**config.mk**
```make
export PLATFORM = sky130hd
export DESIGN_NAME = mem_arbiter
export DESIGN_NICKNAME = d
export VERILOG_FILES = /design/src/rtl/mem_arb_pkg.sv /design/src/rtl/mem_arb_timer.sv /design/src/rtl/mem_arbiter.sv
export SDC_FILE = /design/constraint.sdc
export NUM_CORES = 1
export LEC_CHECK = 0
export BUFFER_PORTS_ARGS = -buffer_cell sky130_fd_sc_hd__buf_2
export CORE_ASPECT_RATIO = 1.4
export CORE_MARGIN = 2
export CORE_UTILIZATION = 42
export DETAILED_ROUTE_END_ITERATION = 10
export PLACE_DENSITY_LB_ADDON = 0.2
export SYNTH_ARGS = -nofsm -noshare
export SYNTH_HDL_FRONTEND = slang
export SYNTH_HIERARCHICAL = 1
export SYNTH_SLANG_ARGS = --single-unit
```
**constraint.sdc**
```tcl
create_clock -name clk -period 2.14 [get_ports clk]
set_clock_uncertainty 0.15 [all_clocks]
set_input_delay 0.321 -clock clk [delete_from_list [all_inputs] [get_ports clk]]
set_output_delay 0.321 -clock clk [all_outputs]
set_load 0.05 [all_outputs]
```
**src/rtl/mem_arb_pkg.sv**
```systemverilog
// Shared types and default timing constants for the unified-memory arbiter.
package mem_arb_pkg;

  typedef enum logic [1:0] {IDLE, BUSY, DONE} state_e;
  typedef enum logic {GNT_I, GNT_D} gnt_e;

  localparam int unsigned DefLat       = 4;
  localparam int unsigned DefStarveMax = 3;

endpackage

```
**src/rtl/mem_arb_timer.sv**
```systemverilog
// Loadable read-latency down-counter; done flags the cycle where read data is valid.
module mem_arb_timer
  import mem_arb_pkg::*;
#(
  parameter int unsigned LAT = DefLat
) (
  input  logic clk,
  input  logic rst,
  input  logic load,
  input  logic dec,
  output logic done
);

  localparam int unsigned CntW = $clog2(LAT + 1);
  localparam logic [CntW-1:0] LatV = CntW'(LAT);

  logic [CntW-1:0] cnt_q, cnt_d;

  always_comb begin
    cnt_d = cnt_q;
    if (load) begin
      cnt_d = LatV;
    end else if (dec && (cnt_q != '0)) begin
      cnt_d = cnt_q - CntW'(1);
    end
  end

  always_ff @(posedge clk) begin
    if (rst) begin
      cnt_q <= '0;
    end else begin
      cnt_q <= cnt_d;
    end
  end

  assign done = (cnt_q == CntW'(1));

endmodule

```
**src/rtl/mem_arbiter.sv**
```systemverilog
// Arbitrates instruction fetch and data accesses onto one fixed-latency memory port,
// D first with a starvation guard for I; flushed fetches complete silently.
module mem_arbiter
  import mem_arb_pkg::*;
#(
  parameter int unsigned ADDR_W     = 16,
  parameter int unsigned DATA_W     = 16,
  parameter int unsigned LAT        = DefLat,
  parameter int unsigned STARVE_MAX = DefStarveMax
) (
  input  logic              clk,
  input  logic              rst,
  input  logic              flush,
  input  logic              i_req,
  input  logic [ADDR_W-1:0] i_addr,
  output logic [DATA_W-1:0] i_rdata,
  output logic              i_ack,
  input  logic              d_re,
  input  logic              d_we,
  input  logic [ADDR_W-1:0] d_addr,
  input  logic [DATA_W-1:0] d_wdata,
  output logic [DATA_W-1:0] d_rdata,
  output logic              d_ack,
  output logic              stall_if,
  output logic              stall_mem,
  output logic              mem_en,
  output logic              mem_we,
  output logic [ADDR_W-1:0] mem_addr,
  output logic [DATA_W-1:0] mem_wdata,
  input  logic [DATA_W-1:0] mem_rdata
);

  localparam int unsigned StarveW = $clog2(STARVE_MAX + 1);
  localparam logic [StarveW-1:0] StarveMaxV = StarveW'(STARVE_MAX);

  state_e              state_q, state_d;
  gnt_e                gnt_q;
  logic [StarveW-1:0]  starve_q;
  logic                kill_q, kill_d;
  logic                mem_en_q, mem_we_q;
  logic [ADDR_W-1:0]   mem_addr_q;
  logic [DATA_W-1:0]   mem_wdata_q, i_rdata_q, d_rdata_q;
  logic                di, ii, starved, sel_d, grant, complete, tmr_done;

  // Flush masks requests that have not been issued yet.
  assign di       = ~flush & (d_re | d_we);
  assign ii       = ~flush & i_req;
  assign starved  = ii & (starve_q == StarveMaxV);
  assign sel_d    = di & ~starved;
  assign grant    = (state_q == IDLE) & (di | ii);
  assign complete = (state_q == BUSY) & ~mem_en_q & tmr_done;
  assign kill_d   = (state_q == BUSY) & (kill_q | (flush & (gnt_q == GNT_I)));

  mem_arb_timer #(
    .LAT (LAT)
  ) u_timer (
    .clk  (clk),
    .rst  (rst),
    .load (grant),
    .dec  ((state_q == BUSY) & ~mem_en_q),
    .done (tmr_done)
  );

  always_ff @(posedge clk) begin
    if (rst) begin
      state_q <= IDLE;
    end else begin
      state_q <= state_d;
    end
  end

  always_comb begin
    state_d = state_q;
    unique case (state_q)
      IDLE:    if (grant) state_d = BUSY;
      BUSY:    if (complete) state_d = DONE;
      DONE:    state_d = IDLE;
      default: state_d = IDLE;
    endcase
  end

  always_comb begin
    i_ack = 1'b0;
    d_ack = 1'b0;
    if (state_q == DONE) begin
      if (gnt_q == GNT_D) begin
        d_ack = 1'b1;
      end else begin
        i_ack = ~kill_q & ~flush;
      end
    end
    mem_en    = mem_en_q;
    mem_we    = mem_en_q & mem_we_q;
    mem_addr  = mem_addr_q;
    mem_wdata = mem_wdata_q;
    i_rdata   = i_rdata_q;
    d_rdata   = d_rdata_q;
    stall_if  = i_req & ~i_ack;
    stall_mem = (d_re | d_we) & ~d_ack;
  end

  always_ff @(posedge clk) begin
    if (rst) begin
      gnt_q       <= GNT_I;
      starve_q    <= '0;
      kill_q      <= 1'b0;
      mem_en_q    <= 1'b0;
      mem_we_q    <= 1'b0;
      mem_addr_q  <= '0;
      mem_wdata_q <= '0;
      i_rdata_q   <= '0;
      d_rdata_q   <= '0;
    end else begin
      mem_en_q <= grant;
      kill_q   <= kill_d;
      if (grant) begin
        gnt_q       <= sel_d ? GNT_D : GNT_I;
        mem_addr_q  <= sel_d ? d_addr : i_addr;
        mem_we_q    <= sel_d & d_we;
        mem_wdata_q <= sel_d ? d_wdata : '0;
        if (!sel_d) begin
          starve_q <= '0;
        end else if (ii && (starve_q != StarveMaxV)) begin
          starve_q <= starve_q + StarveW'(1);
        end
      end
      if (complete) begin
        if (gnt_q == GNT_D) begin
          d_rdata_q <= mem_we_q ? '0 : mem_rdata;
        end else if (!kill_q && !flush) begin
          i_rdata_q <= mem_rdata;
        end
      end
    end
  end

endmodule

```
==> impl_metrics.ini <==
[synthesis]
ys_ff_latch = 75
yosys.area.top_type = dfxtp_1
netlist_area_sq_um = 3210
seq_area_frac_synth_pct = 46.7
synth.avg_cell_area_sq_um = 8.30
synth_edf_count = 0
async_reset_ff_share_pct = 0
ys_warn_count = 6
ys.flop_type = dfxtp_1
synth_cell_types = 34
synth_area_leaders = dfxtp_1 (47%), a21oi_1 (11%), o21ai_0 (10%)
postSynthCellCount = 387
yosysTopAreaCellShare_pct = 46.7
synth_nets = 461

[placement]
dp_slack_ns = 0.122
dpl.hpwl_mm = 6.28
io_buffers = 139
gp_congestion = 0.782
post-place-cells = 598

[grt]
grt_overflow = 0
grt_pass1_vias = 3158
grt_antenna_before_repair = 0
grt_max_degree = 35
track_usage_pct = 21.3
grt_pass1_wl_mm = 14.6

[final_layout]
instances_no_fill = 614
final_core_util_pct = 58.7
fill_cells = 732
final-seq-area_sq_um = 1500
mostFrequentLayoutCell = buf_2
nNetsFinal = 586
layout_common_cells = buf_2 (138), dfxtp_1 (74), a21oi_1 (71)
insertedDiodeCount = 0
multi_input_area_sq_um = 1580
layout-drive-gt1-share_pct = 36.2
area_growth_pct = 35.3

[drt]
route.detailed.drc = 0
firstDrtPassIters = 4
ant_nets = 0
routedWlPerCell_um = 14.7
drt_iter0_drc = 164
wirelength_mm = 9.06
via_per_inst = 5.58
via_count = 3425

[clocking]
clk_pin_slew_ns = 0.07
cts_max_level = 3
clock_latency_ns = 0.34
root_buffer = clkbuf_8
cts_num_sinks = 75
ctsHoldBuffers = 0
clock_path_buffers = 2
cts_tree = yes
cts_made_buffers = 9

[worst_hold_path]
hold_start = d_wdata[13]
min_to = mem_wdata[13]
holdPathStages = 3
min_path_type = in2reg

[floorplan]
coreArea_sq_um = 7410
die_width_um = 77.9
ioPinCount = 140
fp.dieArea_sq_um = 8370
core.rowCount = 37
start_util_pct = 43.4
dieHeight_um = 107

[critical_path]
r2r_cells = 3
max_stage_delay_ns = 0.51
critPathSlowestCell = dfxtp_1
critPathBufInv = 2
r2r_slack_ns = 0.27
r2r-start = state_q[0]
worstPathRequired_ns = 1.67
critPathLaunchType = flip-flop
crit_family = flip-flops
cp_cell_sequence = inv_1 > nor3_4 > nor2b_1 > buf_2
path_depth = 4
worstSetupPathType = reg2out
arrival_ns = 1.58
endpoint_kind = output pin
path_max_fanout = 7
reg2reg_to = starve_q[1]

[run]
max_cap_violations = 0

[sta]
timing.hold.ws_ns = 0.0811
slew_violations = 0
fin_ws_ns = 0.0933
worst_pin_slew_ns = 0.782
finalSetupViolations = 0
slew_headroom_pct = 47.8
fmax_ghz = 0.489
period_needed_ns = 2.05
fin_setup_tns_ns = 0
hold_viol = 0
fin_crit_sh_pct = 95.6

[run_status]
outcome = completed

[pwr]
ir_drop_v = 0.000410
p_per_area_nw_per_um2 = 820
power.leakage_nw = 1.82
layer usage:
layer	share of wire [%]	routed length (um)	track usage (%)
met3	5.5	500	3.44
met5	0	0	0
met1	44	3960	25.9
met4	1.6	146	9.15
met2	49	4450	36.9
worst min-delay path, cell delays in order:
cell	delay (ns)
buf_2	0.09
nand4_1	0.05
a21oi_1	0.06
area by class of cell:
class | count | area share [%]
multi-input combinational | 265 | 36.4
sequential | 75 | 34.6
timing repair buffer | 155 | 19.4
clock buffer | 12 | 3.57
tap | 97 | 2.79
clock inverter | 4 | 2.76
inverter | 6 | 0.518
logic make-up after synthesis:
group                      after synthesis  synth area share, %
and+or+nand+nor                        102                 18.5
AOI/OAI and AO/OA                      159                 27.3
DFF                                     75                 46.7
buffers and inverters                   47                 5.84
adders and majority gates                4                 1.56
how the worst max path moves through the flow:
stage,from,endpoint
after floorplan,flush,stall_if
after global placement,state_q[0],mem_wdata[7]
after detailed placement,state_q[0],mem_wdata[2]
after CTS,gnt_q,stall_if
after global routing,state_q[1],stall_if
final,state_q[1],stall_if
power breakdown:
part / internal, W / switching, W / total, W
clock network: 0.000958 / 0.000512 / 0.00147
logic: 0.000183 / 0.000418 / 0.000601
registers: 0.00145 / 0.0000394 / 0.00149
stage by stage:
stage | area [sq um] | power (W)
after floorplan | 3230 | 0.00193
final | 4350 | 0.00356
after CTS | 4340 | 0.00358
after detailed placement | 4060 | 0.00213
after global routing | 4350 | 0.00369
after global placement | 4060 | 0.00212
what timing repair did:
item,in CTS,in global routing
endpoints found under the setup margin,1,19
buffers inserted,0,0
gates cloned,0,0
resized for setup,1,3
flip-flops by register name (all words and copies together), names as in the netlist:
name,cells
i_rdata,16
mem_addr,16
gnt_q,1
mem_wdata,16
starve_q,2
d_rdata,16
state_q,2
mem_en,1
kill_q,1
u_timer/cnt_q,3
mem_we_q,1
synthesized netlist by cell type, types with 3 or more instances:
cell	instances
ha_1	4
or3_1	3
dfxtp_1	75
nand3_1	35
a21oi_1	72
o21ai_0	66
nor2_1	7
buf_2	3
nor3_1	7
clkbuf_1	37
nand2_1	4
nand4_1	32
inv_1	5
a311oi_1	17
No activity file was read; power rests on OpenSTA's default activity.
